## src/rtl/nic_pe_sequencer.sv

```systemverilog
// Processor-side sequencer for cardinal_nic: polls RX/TX status, holds one received
// flit for a local consumer, and round-robins two local sources onto the NIC store path.
module nic_pe_sequencer #(
  parameter int DATA_W = 64,
  parameter int CNT_W  = 16
) (
  input  logic              clk,
  input  logic              reset,
  input  logic              txa_valid,
  input  logic [DATA_W-1:0] txa_data,
  output logic              txa_ready,
  input  logic              txb_valid,
  input  logic [DATA_W-1:0] txb_data,
  output logic              txb_ready,
  output logic              rx_valid,
  output logic [DATA_W-1:0] rx_data,
  input  logic              rx_ready,
  output logic [1:0]        nic_addr,
  output logic [DATA_W-1:0] nic_d_in,
  input  logic [DATA_W-1:0] nic_d_out,
  output logic              nic_en,
  output logic              nic_wr_en,
  output logic [CNT_W-1:0]  tx_cnt,
  output logic [CNT_W-1:0]  rx_cnt
);

  typedef enum logic [2:0] {
    IDLE, POLL_RX, EVAL_RX, READ_RX, CAPT_RX, POLL_TX, EVAL_TX, STORE
  } state_t;

  localparam logic PH_RX = 1'b0;
  localparam logic PH_TX = 1'b1;
  localparam logic SRC_A = 1'b0;
  localparam logic SRC_B = 1'b1;

  state_t              state_q, state_d;
  logic                phase_q, phase_d;
  logic                rr_last_q, rr_last_d;
  logic                grant_q, grant_d;
  logic                rx_valid_q, rx_valid_d;
  logic [DATA_W-1:0]   rx_data_q, rx_data_d;
  logic [CNT_W-1:0]    tx_cnt_q, tx_cnt_d;
  logic [CNT_W-1:0]    rx_cnt_q, rx_cnt_d;

  logic rx_can, tx_can, nic_status;

  assign rx_can     = !rx_valid_q;
  assign tx_can     = txa_valid | txb_valid;
  assign nic_status = nic_d_out[DATA_W-1];

  assign rx_valid = rx_valid_q;
  assign rx_data  = rx_data_q;
  assign tx_cnt   = tx_cnt_q;
  assign rx_cnt   = rx_cnt_q;

  always_comb begin
    state_d    = state_q;
    phase_d    = phase_q;
    rr_last_d  = rr_last_q;
    grant_d    = grant_q;
    rx_valid_d = rx_valid_q;
    rx_data_d  = rx_data_q;
    tx_cnt_d   = tx_cnt_q;
    rx_cnt_d   = rx_cnt_q;
    nic_en     = 1'b0;
    nic_wr_en  = 1'b0;
    nic_addr   = 2'b00;
    nic_d_in   = '0;
    txa_ready  = 1'b0;
    txb_ready  = 1'b0;

    if (rx_valid_q && rx_ready) rx_valid_d = 1'b0;

    unique case (state_q)
      IDLE: begin
        // phase only breaks ties; a lone request is always served
        if (rx_can && tx_can)  state_d = (phase_q == PH_RX) ? POLL_RX : POLL_TX;
        else if (rx_can)       state_d = POLL_RX;
        else if (tx_can)       state_d = POLL_TX;
      end
      POLL_RX: begin
        nic_en   = 1'b1;
        nic_addr = 2'b01;
        state_d  = EVAL_RX;
      end
      EVAL_RX: begin
        phase_d = PH_TX;
        state_d = nic_status ? READ_RX : IDLE;
      end
      READ_RX: begin
        nic_en   = 1'b1;
        nic_addr = 2'b00;
        state_d  = CAPT_RX;
      end
      CAPT_RX: begin
        rx_data_d  = nic_d_out;
        rx_valid_d = 1'b1;
        rx_cnt_d   = rx_cnt_q + CNT_W'(1);
        state_d    = IDLE;
      end
      POLL_TX: begin
        nic_en   = 1'b1;
        nic_addr = 2'b11;
        state_d  = EVAL_TX;
      end
      EVAL_TX: begin
        phase_d = PH_RX;
        if (!nic_status && tx_can) begin
          grant_d = (txa_valid && txb_valid) ? ~rr_last_q : (txb_valid ? SRC_B : SRC_A);
          state_d = STORE;
        end else begin
          state_d = IDLE;
        end
      end
      STORE: begin
        nic_en    = 1'b1;
        nic_wr_en = 1'b1;
        nic_addr  = 2'b10;
        nic_d_in  = (grant_q == SRC_B) ? txb_data : txa_data;
        txa_ready = (grant_q == SRC_A);
        txb_ready = (grant_q == SRC_B);
        tx_cnt_d  = tx_cnt_q + CNT_W'(1);
        rr_last_d = grant_q;
        state_d   = IDLE;
      end
      default: state_d = IDLE;
    endcase
  end

  always_ff @(posedge clk or negedge reset) begin
    if (!reset) begin
      state_q    <= IDLE;
      phase_q    <= PH_RX;
      rr_last_q  <= SRC_B;
      grant_q    <= SRC_A;
      rx_valid_q <= 1'b0;
      rx_data_q  <= '0;
      tx_cnt_q   <= '0;
      rx_cnt_q   <= '0;
    end else begin
      state_q    <= state_d;
      phase_q    <= phase_d;
      rr_last_q  <= rr_last_d;
      grant_q    <= grant_d;
      rx_valid_q <= rx_valid_d;
      rx_data_q  <= rx_data_d;
      tx_cnt_q   <= tx_cnt_d;
      rx_cnt_q   <= rx_cnt_d;
    end
  end

endmodule

```

## config.mk

```make
export PLATFORM = sky130hd
export DESIGN_NAME = nic_pe_sequencer
export DESIGN_NICKNAME = d
export VERILOG_FILES = /design/src/rtl/nic_pe_sequencer.sv
export SDC_FILE = /design/constraint.sdc
export NUM_CORES = 1
export LEC_CHECK = 0
export ABC_CLOCK_PERIOD_IN_PS = 1500
export BUFFER_PORTS_ARGS = -buffer_cell sky130_fd_sc_hd__buf_2
export CAP_MARGIN = 20
export CORE_AREA = 3 3 140 142
export CTS_BUF_LIST = sky130_fd_sc_hd__clkbuf_16
export CTS_CLUSTER_DIAMETER = 50
export DETAILED_ROUTE_END_ITERATION = 12
export DIE_AREA = 0 0 143 145
export GPL_TIMING_DRIVEN = 0
export SYNTH_ARGS = -nofsm -noshare
export SYNTH_HDL_FRONTEND = slang
export SYNTH_SLANG_ARGS = --single-unit
```

## constraint.sdc

```tcl
create_clock -name clk -period 1.5 [get_ports clk]
set_input_delay 0.15 -clock clk [delete_from_list [all_inputs] [get_ports clk]]
set_output_delay 0.15 -clock clk [all_outputs]
set_load 0.02 [all_outputs]
```

==> reports/qor.yml <==
status: "finished with violations"
violations: "negative setup slack"
tns_ns: -20.07
timing.final.crit_share: 1.21
hold_viol_final: 0
crit_path_end_kind: "output pin"
power.internal_mw: 11.1
avgViaCountPerCell: 4.60
slew_violations: 0
clock_tree.htree_level_count: 3
clkSlewWorstSetupHoldPaths_ns: 0.08
clock_buffer_count_from_cts: 9
fp_rows: 50
tritoncts: "done"
worst_clock_skew_ns: 0.00844
detailed_route_via_count: 5106
grt_overflow_total: 0
worst_slew_pin_slew_ns: 0.731
share_clk_of_total_power: 0.133
ys_types: 40
floorplan.die.height_um: 145
synth_edf_count: 0
grt_first_pass_wirelength_mm: 31.3
netSwitchingFraction: 0.388
leakagePower_nw: 4.83
placement.setup.worst_slack_ns: -0.594
boundaryPins: 364
n_fill_cell: 1691
largest_delay_share_family_worst_path: "buffers and inverters"
io_buffer_count: 363
share_comb_of_total_power: 0.614
p_seq_frac: 0.254
root_buffer: "sky130_fd_sc_hd__clkbuf_16"
rsz0062_at_grt: "true"
effective_utilization_at_floorplan: 0.277
post_route_cells_drive_above_1_share: 0.701
detailed_place_hpwl_mm: 16.0
synth-async-reset-ratio: 1.00
drt.antenna.violating_nets: 0
cts-root-to-sink-buffers: 2
place_congestion: 0.881
place_inst: 1039
mean_area_per_synthesized_cell_um2: 11.7
finish.instance_area_um2: 9560
post-synth-top-area-cell: "sky130_fd_sc_hd__dfrtp_1"
critPathKind: "reg2out"
finalSetupViolCount: 149
postPlaceCellArea_um2: 7290
firstDrtPassIters: 4
x_dimension_of_the_die_um: 143
grt_antenna_before_repair: 9
layout_setup_ws_ns: -0.310
postSynthCellCount: 441
final_cells: 1110
period_minus_slack_ns: 1.81
vias_in_the_first_global_route: 5309
grtUsageTotal: 0.198
cp_max_fo: 6
core-area_um2: 18600
max_cap_violations: 0
synth.area.top_cells: "sky130_fd_sc_hd__dfrtp_1 (50%), sky130_fd_sc_hd__mux2_2 (14%), sky130_fd_sc_hd__mux2i_1 (13%)"
drt-total-wl_mm: 21.9
max_slew_margin: 0.513
clock_sinks: 103
area_growth_syn_to_layout_pct: 85.5
worst_path_largest_cell_delay_ns: 0.45
wl_per_cell_um: 19.7
design.die.area_um2: 20700
crit_path_start_kind: "flop"
synth_sequential_area_ratio: 0.500
cp_cell_sequence: "buf_12, clkbuf_16, mux2i_4, nor2_1, buf_2"
netlist_area_um2: 5150
insertion_delay_ns: 0.35
most_common_cell_after_layout_fill_and_taps_aside: "sky130_fd_sc_hd__buf_2"
timing.hold.worst.class: "in2reg"
drc: 0
achievable-frequency_mhz: 552
cp.buffers_inverters: 3
power.density_nw_per_um2: 1900
synth-seq-cells: 103
final_util: 0.515
worst_vdd_ir_uv: 674
critPathSlowestCell: "sky130_fd_sc_hd__dfrtp_2"
initialDrtViolationCount: 165
yosys_warnings: 0
synth_top_area_frac: 0.495
largest_net_degree_at_the_start_of_global_routing: 56
worstPathRequired_ns: 1.35
syn_nets: 640
yosys_most_used_dff: "sky130_fd_sc_hd__dfrtp_1"
arrival_ns: 1.66
layout_common_cells: "sky130_fd_sc_hd__buf_2 (307), sky130_fd_sc_hd__dfrtp_1 (101), sky130_fd_sc_hd__mux2_4 (65), sky130_fd_sc_hd__buf_6 (55), sky130_fd_sc_hd__buf_4 (44)"
fin_nets: 1065
netsw_mw: 7.05
-- Yosys cell counts, types with 2 or more instances --
cell / instances
sky130_fd_sc_hd__and2_1: 2
sky130_fd_sc_hd__o21ai_0: 2
sky130_fd_sc_hd__buf_2: 9
sky130_fd_sc_hd__buf_1: 2
sky130_fd_sc_hd__mux2i_1: 65
sky130_fd_sc_hd__clkbuf_1: 6
sky130_fd_sc_hd__nor2_1: 74
sky130_fd_sc_hd__nand4_1: 11
sky130_fd_sc_hd__xnor2_1: 26
sky130_fd_sc_hd__inv_1: 5
sky130_fd_sc_hd__nor3b_2: 2
sky130_fd_sc_hd__a21oi_1: 3
sky130_fd_sc_hd__xor2_1: 5
sky130_fd_sc_hd__nor2b_1: 2
sky130_fd_sc_hd__a21o_1: 2
sky130_fd_sc_hd__nand2_1: 22
sky130_fd_sc_hd__and3_1: 6
sky130_fd_sc_hd__dfrtp_1: 102
sky130_fd_sc_hd__ha_1: 2
sky130_fd_sc_hd__mux2_2: 65
sky130_fd_sc_hd__buf_4: 9
-- per-layer routing --
metal  vias up  share of wire  global-route usage
li1       2368              -                   -
met1      2457           0.38               0.230
met2       248           0.52               0.355
met3        31          0.067              0.0475
met4         2          0.028              0.0608
met5         -        0.00032                   0
-- final cells by class --
| type | instances | area, um2 | share of cell area |
|---|---|---|---|
| clock buffer | 9 | 225 | 0.0236 |
| buffer | 22 | 318 | 0.0332 |
| clock inverter | 7 | 78.8 | 0.00824 |
| timing repair buffer | 418 | 2830 | 0.296 |
| antenna | 5 | 12.5 | 0.00131 |
| multi-input combinational | 306 | 3190 | 0.334 |
| inverter | 6 | 35.0 | 0.00366 |
| sequential | 103 | 2580 | 0.270 |
| tap | 234 | 293 | 0.0306 |
-- state kept, by name, indices dropped and copies added, names as in the netlist --
| register | count |
|---|---|
| grant_q | 1 |
| phase_q | 1 |
| rr_last_q | 1 |
| rx_cnt | 16 |
| rx_data | 64 |
| rx_valid | 1 |
| state_q | 3 |
| tx_cnt | 16 |
-- per-stage QoR --
step           hold slack, ns  total power [mW]
2_1_floorplan          -0.146              9.42
3_3_place_gp            0.382              11.8
3_5_place_dp            0.255              11.9
4_1_cts                0.0126              17.6
5_1_grt                0.0141              19.2
6_report               0.0287              18.2
-- kinds of logic after synthesis --
family | synth area share
and+or+nand+nor | 0.125
buffers and inverters | 0.0350
muxes | 0.268
adders and majority gates | 0.00485
xor gates and xnor gates | 0.0527
AOI/OAI and AO/OA | 0.0143
DFF | 0.500
-- power groups by stage --
stage	registers (mW)	clock network [mW]	logic [mW]
after floorplan	5.79	0	3.63
after global placement	4.53	0	7.30
after detailed placement	4.57	0	7.35
after CTS	4.58	2.50	10.5
after global routing	4.77	2.63	11.8
final	4.62	2.41	11.2
-- final timing paths --
path	startpoint	cells past startpoint	slack, ns	end
min in group asynchronous	reset	2	0.39	rx_data[5]
worst max-delay path	grant_q	5	-0.31	nic_d_in[42]
worst min register to register	tx_cnt[15]	1	0.46	tx_cnt[15]
worst max register to register	state_q[0]	9	-0.19	tx_cnt[14]
max in group asynchronous	reset	3	0.34	rr_last_q
worst min-delay path	nic_d_out[26]	2	0.03	rx_data[26]
-- what timing repair did --
action                                 in CTS  in global routing
gates resized for setup                   254                136
hold buffers                                1                  0
setup endpoints to repair                 156                154
pin swaps                                  15                 34
endpoints found under the hold margin      54                  0
setup buffers                              31                 15
gates cloned                               11                  5
(Power assumes the default switching activity.)
